`src/rtl/stopwatch_pkg.sv`:
```
// Shared state encoding and divisor/width helpers for the stopwatch sequencer.
package stopwatch_pkg;

    typedef enum logic [1:0] {
        ST_STOP = 2'd0,
        ST_RUN  = 2'd1,
        ST_ADJ  = 2'd2,
        ST_FULL = 2'd3
    } state_e;

    function automatic int div(input int clkHz, input int rate);
        return clkHz / rate;
    endfunction

    // Width of a counter spanning 0..n-1; never narrower than one bit.
    function automatic int cntWidth(input int n);
        return (n > 1) ? $clog2(n) : 1;
    endfunction

endpackage

```
`src/rtl/stopwatch_ctrl_debounce.sv`:
```
// Button conditioner: 2-FF synchronizer, stable-sample filter and a one-cycle
// pulse on each accepted press.
module btn_debounce
    import stopwatch_pkg::*;
#(
    parameter int DB_CYCLES = 1_000_000
) (
    input  logic clk,
    input  logic reset,
    input  logic btn_i,
    output logic pulse_o
);

    localparam int CW = cntWidth(DB_CYCLES);

    logic          sync1_q, sync2_q;
    logic          level_q, level_d;
    logic          pulse_q, pulse_d;
    logic [CW-1:0] cnt_q, cnt_d;

    always_ff @(posedge clk) begin
        if (reset) begin
            sync1_q <= 1'b0;
            sync2_q <= 1'b0;
            level_q <= 1'b0;
            pulse_q <= 1'b0;
            cnt_q   <= '0;
        end else begin
            sync1_q <= btn_i;
            sync2_q <= sync1_q;
            level_q <= level_d;
            pulse_q <= pulse_d;
            cnt_q   <= cnt_d;
        end
    end

    // Any sample that agrees with the accepted level restarts the count, so
    // only DB_CYCLES consecutive disagreeing samples flip the level.
    always_comb begin
        cnt_d   = cnt_q;
        level_d = level_q;
        pulse_d = 1'b0;
        if (sync2_q == level_q) begin
            cnt_d = '0;
        end else if (cnt_q == CW'(DB_CYCLES - 1)) begin
            cnt_d   = '0;
            level_d = sync2_q;
            pulse_d = sync2_q;
        end else begin
            cnt_d = cnt_q + CW'(1);
        end
    end

    assign pulse_o = pulse_q;

endmodule

```
`src/rtl/stopwatch_ctrl.sv`:
```
// Stopwatch sequencer: input conditioning, timebases, STOP/RUN/ADJ/FULL FSM
// and the registered strobes that drive the digit counters and display mux.
module stopwatch_ctrl
    import stopwatch_pkg::*;
#(
    parameter int CLK_HZ    = 100_000_000,
    parameter int DISP_HZ   = 400,
    parameter int DB_CYCLES = 1_000_000
) (
    input  logic       clk,
    input  logic       reset,
    input  logic       btn_pause,
    input  logic       btn_clr,
    input  logic       sw_sel,
    input  logic       sw_adj,
    input  logic       at_max,
    output logic       sec_inc,
    output logic       min_inc,
    output logic       cnt_clr,
    output logic       scan_tick,
    output logic       blink,
    output logic       blank_sec,
    output logic       blank_min,
    output logic [1:0] state
);

    localparam int PRE_DIV  = div(CLK_HZ, 4);
    localparam int PRE_W    = cntWidth(PRE_DIV);
    localparam int SCAN_DIV = div(CLK_HZ, DISP_HZ);
    localparam int SCAN_W   = cntWidth(SCAN_DIV);

    logic pauseP, clrP;

    btn_debounce #(.DB_CYCLES(DB_CYCLES)) uPauseDb (
        .clk    (clk),
        .reset  (reset),
        .btn_i  (btn_pause),
        .pulse_o(pauseP)
    );

    btn_debounce #(.DB_CYCLES(DB_CYCLES)) uClrDb (
        .clk    (clk),
        .reset  (reset),
        .btn_i  (btn_clr),
        .pulse_o(clrP)
    );

    logic              adjSync1_q, adjSync_q;
    logic              selSync1_q, selSync_q;
    logic [PRE_W-1:0]  presc_q, presc_d;
    logic [1:0]        phase_q, phase_d;
    logic              blink_q, blink_d;
    logic [SCAN_W-1:0] scanCnt_q, scanCnt_d;
    logic              scanTick_q, scanTick_d;
    state_e            state_q, state_d;
    logic              secInc_q, secInc_d;
    logic              minInc_q, minInc_d;
    logic              cntClr_q, cntClr_d;

    logic tick4, tick2, tick1, runStart;

    always_ff @(posedge clk) begin
        if (reset) begin
            adjSync1_q <= 1'b0;
            adjSync_q  <= 1'b0;
            selSync1_q <= 1'b0;
            selSync_q  <= 1'b0;
            presc_q    <= '0;
            phase_q    <= 2'd0;
            blink_q    <= 1'b0;
            scanCnt_q  <= '0;
            scanTick_q <= 1'b0;
            state_q    <= ST_STOP;
            secInc_q   <= 1'b0;
            minInc_q   <= 1'b0;
            cntClr_q   <= 1'b0;
        end else begin
            adjSync1_q <= sw_adj;
            adjSync_q  <= adjSync1_q;
            selSync1_q <= sw_sel;
            selSync_q  <= selSync1_q;
            presc_q    <= presc_d;
            phase_q    <= phase_d;
            blink_q    <= blink_d;
            scanCnt_q  <= scanCnt_d;
            scanTick_q <= scanTick_d;
            state_q    <= state_d;
            secInc_q   <= secInc_d;
            minInc_q   <= minInc_d;
            cntClr_q   <= cntClr_d;
        end
    end

    assign tick4 = (presc_q == PRE_W'(PRE_DIV - 1));
    assign tick2 = tick4 & phase_q[0];
    assign tick1 = tick4 & (phase_q == 2'd3);

    // Next state and strobes; clear outranks the mode switch, overflow and pause.
    always_comb begin
        state_d  = state_q;
        cntClr_d = 1'b0;
        if (clrP) begin
            cntClr_d = 1'b1;
            state_d  = adjSync_q ? ST_ADJ : ST_STOP;
        end else if (adjSync_q) begin
            state_d = ST_ADJ;
        end else if (state_q == ST_ADJ) begin
            state_d = ST_STOP;
        end else if (state_q == ST_RUN && at_max) begin
            state_d = ST_FULL;
        end else if (pauseP) begin
            if (state_q == ST_STOP) begin
                state_d = ST_RUN;
            end else if (state_q == ST_RUN) begin
                state_d = ST_STOP;
            end
        end

        secInc_d = 1'b0;
        minInc_d = 1'b0;
        if (!cntClr_d) begin
            secInc_d = (state_q == ST_RUN && tick1 && !at_max) ||
                       (state_q == ST_ADJ && selSync_q && tick2);
            minInc_d = (state_q == ST_ADJ && !selSync_q && tick2);
        end
    end

    assign runStart = (state_q == ST_STOP) && (state_d == ST_RUN);

    // Restarting the timebase on STOP->RUN makes the first counted second full length.
    always_comb begin
        presc_d = tick4 ? '0 : presc_q + PRE_W'(1);
        phase_d = tick4 ? phase_q + 2'd1 : phase_q;
        blink_d = blink_q ^ tick4;
        if (runStart) begin
            presc_d = '0;
            phase_d = 2'd0;
        end
    end

    always_comb begin
        scanTick_d = (scanCnt_q == SCAN_W'(SCAN_DIV - 1));
        scanCnt_d  = scanTick_d ? '0 : scanCnt_q + SCAN_W'(1);
    end

    assign sec_inc   = secInc_q;
    assign min_inc   = minInc_q;
    assign cnt_clr   = cntClr_q;
    assign scan_tick = scanTick_q;
    assign blink     = blink_q;
    assign blank_sec = (state_q == ST_ADJ) & selSync_q & blink_q;
    assign blank_min = (state_q == ST_ADJ) & ~selSync_q & blink_q;
    assign state     = state_q;

endmodule

```
`config.mk`:
```
export PLATFORM = sky130hd
export DESIGN_NAME = stopwatch_ctrl
export DESIGN_NICKNAME = d
export VERILOG_FILES = /design/src/rtl/stopwatch_pkg.sv /design/src/rtl/stopwatch_ctrl_debounce.sv /design/src/rtl/stopwatch_ctrl.sv
export SDC_FILE = /design/constraint.sdc
export NUM_CORES = 1
export LEC_CHECK = 0
export ABC_AREA = 1
export CAP_MARGIN = 20
export CORE_MARGIN = 2
export CORE_UTILIZATION = 45
export DETAILED_ROUTE_END_ITERATION = 12
export GPL_TIMING_DRIVEN = 0
export REMOVE_ABC_BUFFERS = 1
export SLEW_MARGIN = 20
export SYNTH_ARGS = -nofsm -noshare
export SYNTH_HDL_FRONTEND = slang
export SYNTH_SLANG_ARGS = --single-unit
```
`constraint.sdc`:
```
create_clock -name clk -period 3.4 [get_ports clk]
set_input_delay 0.68 -clock clk [delete_from_list [all_inputs] [get_ports clk]]
set_output_delay 0.68 -clock clk [all_outputs]
set_load 0.01 [all_outputs]
```
* Word-level counts from Yosys, hierarchy flattened
Index checks and enable logic that the tools add are counted.
** Cells by class
- Reduce and logical (&&, ||, !) cells :: 22
- Equal/unequal tests :: 10
- Add/subtract/negate cells :: 5
- Multiplexer cells :: 9
- Bitwise operators :: 12
** Operators by type and width (number)
- adder 20 x 1 -> 20 bit (second input constant) :: 2
- equality test 20 bit (second input constant) :: 2
- adder 25 x 1 -> 25 bit (second input constant) :: 1
- equality test 25 bit (second input constant) :: 1
- adder 18 x 1 -> 18 bit (second input constant) :: 1
- equality test 18 bit (second input constant) :: 1
- 2-to-1 mux 2 bit :: 8
- OR reduction 3 bit :: 5
- logical AND 1 bit :: 8
- AND 1 bit :: 6
- OR reduction 2 bit :: 3
- inverter 1 bit :: 5
- equality test 2 x 1 -> 1 bit (second input constant) :: 2
- equality test 2 bit (second input constant) :: 2
- AND reduction 2 bit :: 2
- adder 2 x 1 -> 2 bit (second input constant) :: 1
- equality test 1 bit :: 2
- logical NOT 1 bit :: 2
- logical NOT 2 bit :: 1
- logical OR 1 bit :: 1
- 2-to-1 mux 1 bit :: 1
- XOR 1 bit :: 1
** Word-level totals
- Flip-flop bits (word level) :: 104
- Input port bits :: 7
- Word-level logic and storage cells :: 81
- Output and inout bits :: 9

* Depth between registers and ports, before layout
- Depth after elaboration :: 11
- Gate-level depth with buffers :: 12
- Mapped depth without buffers :: 12

* Cells and area by module
Synthesis repeated with hierarchy kept, for this count alone.
** Unflattened totals
- Cells, all modules :: 782
- Area, all modules :: 5377.7 um^2
** By module, submodules not included
- stopwatch_ctrl :: times used 1, cells each 436, seq. area each 1121.1 um^2, area an instance 2922.8 um^2
- btn_debounce :: times used 2, cells each 173, seq. area each 480.5 um^2, area an instance 1227.4 um^2

* Worst setup path before layout
No wires, ideal clock.
- Path kind :: register to register
- From :: register state_q[0], in the netlist state[0]
- To :: register presc_q[20]
- Setup time :: 116 ps
- Arrival :: 1452 ps
- Setup slack :: 1832 ps
- Buffers on the path :: 1
- Period minus slack after synthesis :: 1568 ps
- Required time :: 3284 ps
- Stages on the path, launching flop included :: 10
- Cells stage by stage :: dfxtp_1 > inv_1 > ha_1 > nor3_1 > nand2_1 > inv_1 > nand4_1 > nand2_4 > buf_6 > nor2_1
** On the way
- Longest elaborated chain between the ends :: 11
- Elaborated cells on any way between the ends :: 14
- Those cells by class :: eq/ne: 3; mux: 7; reduce/logical: 4
** RTL lines
- from (decl) :: RTL line stopwatch_ctrl.sv:55 : state_e state_q, state_d;
- from (signal assigned) :: RTL line stopwatch_ctrl.sv:87 : state_q <= state_d;
- equality test 2 x 1 -> 1 bit :: RTL line stopwatch_ctrl.sv:109, stopwatch_ctrl.sv:114
- 2-to-1 mux 2 bit :: RTL line stopwatch_ctrl.sv:114 : end else if (state_q == ST_RUN) begin
- 2-to-1 mux 2 bit :: RTL line stopwatch_ctrl.sv:112 : if (state_q == ST_STOP) begin
- 2-to-1 mux 2 bit :: RTL line stopwatch_ctrl.sv:111 : end else if (pauseP) begin
- 2-to-1 mux 2 bit :: RTL line stopwatch_ctrl.sv:109 : end else if (state_q == ST_RUN && at_max) begin
- 2-to-1 mux 2 bit :: RTL line stopwatch_ctrl.sv:107 : end else if (state_q == ST_ADJ) begin
- 2-to-1 mux 2 bit :: RTL line stopwatch_ctrl.sv:105 : end else if (adjSync_q) begin
- 2-to-1 mux 2 bit :: RTL line stopwatch_ctrl.sv:102 : if (clrP) begin
- equality test 2 x 1 -> 1 bit :: RTL line stopwatch_ctrl.sv:128 : assign runStart = (state_q == ST_STOP) && (state_d == ST_RUN);
- logical AND 1 bit (*) :: RTL line stopwatch_ctrl.sv:128
- OR reduction 3 bit (no source line) (*)
- to (signal assigned) :: RTL line stopwatch_ctrl.sv:82 : presc_q <= presc_d;
- to (decl) :: RTL line stopwatch_ctrl.sv:50 : logic [PRE_W-1:0] presc_q, presc_d;
Mark *: on every way between the ends. The rest lies on a longest branch, timed or not.
A chain may end at the register's enable or synchronous reset.

* Final worst setup path
- From :: register state_q[0], in the netlist state[0]
- To :: output port blank_sec
** On the way
- Longest elaborated chain between the ends :: 3
** RTL lines
- equality test 2 bit :: RTL line stopwatch_ctrl.sv:151 : assign blank_sec = (state_q == ST_ADJ) & selSync_q & blink_q;
- AND 1 bit (2 in series) :: RTL line stopwatch_ctrl.sv:151
- to (decl) :: RTL line stopwatch_ctrl.sv:22 : output logic blank_sec,
No other way between the ends.

==> results.py <==
metrics = {
    "sta": {
        "maxSlewViolCount": 0,
        "hold_violations": 0,
        "fin_skew_ns": 0.00671,
        "fin_crit_ns": 2.57,
        "worst_pin_slew_ns": 0.775,
        "relSlewSlack_pct": 48.2,
        "setup_tns_ns": 0,
        "period_share_pct": 75.5,
        "rsz0062_at_grt": "false",
        "max_clock_freq_ghz": 0.390,
        "finalSetupViolCount": 0,
        "layout_setup_ws_ns": 0.834,
    },
    "cts": {
        "cts.sinks": 104,
        "cts_tree": "done",
        "root_buffer": "clkbuf_16",
        "postCtsSetupRepairBufs": 0,
        "cts.hold.buffers_added": 0,
        "cts-htree-levels": 3,
        "clkTransAtPathRegs_ns": 0.07,
        "cts_resized": 0,
        "cts-root-to-sink-buffers": 2,
        "worstSkewPairLatency_ns": 0.35,
        "numCtsBuffers": 9,
    },
    "worst_setup_path": {
        "worst_path_max_delay_cell": "clkdlybuf4s50_1",
        "path_class": "register to output pin",
        "crit_arrival_ns": 1.89,
        "required_ns": 2.72,
        "ff2ff_path_depth": 6,
        "r2r_setup_slack_ns": 1.43,
        "cp.depth": 5,
        "r2r-end": "uClrDb.cnt_q[17]",
        "cp-startpoint": "state[0]",
        "cp-start-kind": "register",
        "cp_num_buf_inv": 2,
        "path_cells": "inv_1 -> ha_1 -> nand2_1 -> nor2_1 -> clkdlybuf4s50_1",
        "cp_max_fo": 5,
        "crit_path_end_kind": "output pin",
        "reg2reg_from": "uClrDb.cnt_q[0]",
        "crit_path_max_incr_delay_ns": 0.57,
        "crit_path_end": "blank_sec",
        "crit_family": "buffers and inverters",
    },
    "drt": {
        "wire_per_inst_um": 11.2,
        "drt_iter0_markers": 171,
        "viasPerCell": 4.83,
        "drc": 0,
        "vias": 4407,
        "ant_nets": 0,
        "first_pass_iters": 5,
        "totalWireLength_um": 10200,
    },
    "cells_and_area": {
        "fin_area_um2": 5700,
        "final_nets": 779,
        "antenna_cells": 0,
        "utilization_pct": 50.6,
        "layout-drive-gt1-share_pct": 7.02,
        "area_growth_pct": 10.8,
    },
    "placement": {
        "place_area_um2": 5390,
        "io_buffers": 15,
        "dpl_worst_slack_ns": 0.440,
        "place_congestion": 0.918,
        "dp_hpwl_um": 7670,
    },
    "pwr": {
        "powerDensity_nw_per_um2": 411,
        "vdd_drop_max_mv": 0.374,
        "leakagePower_nw": 1.86,
    },
    "floorplanning": {
        "die_h_um": 111,
        "initial_core_util_pct": 45.6,
        "num_rows": 39,
        "core_area_um2": 11300,
        "ioPinCount": 16,
        "die_w_um": 111,
        "die_area_um2": 12300,
    },
    "synth": {
        "ys_top_cells_by_area": "dfxtp_1 (40%), nand2_1 (14%), nor2_1 (11%), inv_1 (6.3%), nand3_1 (4.1%)",
        "avgSynthCellArea_um2": 6.89,
        "syn-cell-area_um2": 5140,
        "synth_edf_count": 0,
        "synth_common_cells": "nand2_1 (186), nor2_1 (148), dfxtp_1 (104), inv_1 (86), nand3_1 (42)",
        "synth_ff_type": "dfxtp_1",
        "yosys.area.top_type_share_pct": 40.5,
        "netlist_instances": 747,
        "synth_most_common_cell": "nand2_1",
        "synth_top_area_cell": "dfxtp_1",
        "ys_async_sr_fraction_pct": 0,
        "seq_area_frac_synth_pct": 40.5,
        "netlist-cell-type-count": 29,
        "synth_seq_cells": 104,
        "yosys_warnings": 0,
    },
    "run": {
        "max-cap-violations": 0,
    },
    "hold_path": {
        "hp-class": "register to register",
        "hp-start": "adjSync1_q",
    },
    "global_routing": {
        "antenna_found_initial": 0,
        "grt_pass1_vias": 4121,
        "grtUsageTotal_pct": 17.3,
        "grt_pass1_wl_um": 17800,
        "grt.overflow.total": 0,
        "grt_max_degree": 26,
    },
    "outcome": {
        "status": "finished clean",
    },
}
## stage by stage
step                instances  total power, W  hold slack [ns]
floorplan                 738         0.00130            0.388
global placement          896         0.00132            0.394
detailed placement        896         0.00132            0.395
CTS                       912         0.00239            0.405
global route              912         0.00243            0.427
finish                    912         0.00235            0.403
## per-layer routing
| metal | track usage (%) | part of all wire, % |
|---|---|---|
| met1 | 22.1 | 49 |
| met5 | 0 | 0 |
| met2 | 28.2 | 45 |
| met4 | 6.33 | 1.8 |
| met3 | 4.70 | 4.7 |
## sequential cells by signal (all words and copies together) (netlist names), 2 cells and up
register        flops
state               2
presc_q            25
scanCnt_q          18
uPauseDb.cnt_q     20
phase_q             2
uClrDb.cnt_q       20
## power breakdown
group          internal, W  switching, W
sequential         0.00123    0.00000801
clock             0.000594      0.000461
combinational    0.0000194     0.0000330
total              0.00184      0.000502
## worst min path at each step
stage	endpoint	slack, ns	cells past startpoint
2_1_floorplan	adjSync_q	0.39	2
3_3_place_gp	uClrDb.sync2_q	0.39	2
3_5_place_dp	selSync_q	0.39	2
4_1_cts	selSync_q	0.40	2
5_1_grt	selSync_q	0.43	2
6_report	adjSync_q	0.40	2
## layout by cell type (no fill, tap or decap)
cell and n:
nand3_1 42, nor2_4 1, o21bai_1 1, bufinv_16 1, o21ai_0 7, nor3_1 11
inv_1 86, nand2_4 1, ha_1 8, or2_2 4, clkinvlp_4 1, nand2_1 186
clkdlybuf4s50_1 15, nor2_1 148, xnor2_1 16, inv_8 1, nand3b_1 9, clkbuf_16 9
nor3b_1 1, a21oi_1 34, clkinv_4 1, clkinv_2 2, clkbuf_8 1, or2_0 6
nor3_2 2, dfxtp_1 104, inv_2 1, nand3_2 4, o22ai_1 1, nor2_2 23
nand2_2 2, nand4_1 20, xor2_1 20
## area by class of cell
| type | count | area [µm²] |
|---|---|---|
| clock buffer | 10 | 239 |
| clock inverter | 6 | 67.6 |
| fill | 1143 | 5570 |
| inverter | 87 | 327 |
| multi-input combinational | 547 | 2660 |
| sequential | 104 | 2080 |
| tap | 143 | 179 |
| timing repair buffer | 15 | 150 |
## worst min-delay path: cells and delay by family, from the launching register on
kind | cells | cell delay (ns)
buffers and inverters | 1 | 0.04
and+or+nand+nor | 1 | 0.03
DFF | 1 | 0.30
## logic make-up (layout without fill, tap and decap cells)
| group | count (synthesis) | in the layout | synth area share (%) |
|---|---|---|---|
| AOI/OAI and AO/OA | 43 | 43 | 4.26 |
| xor gates and xnor gates | 36 | 36 | 6.13 |
| adders and majority gates | 8 | 8 | 1.95 |
| buffers and inverters | 96 | 118 | 7.91 |
| DFF | 104 | 104 | 40.5 |
| and+or+nand+nor | 460 | 460 | 39.3 |
Note: power is estimated with default switching activity, not from simulation.
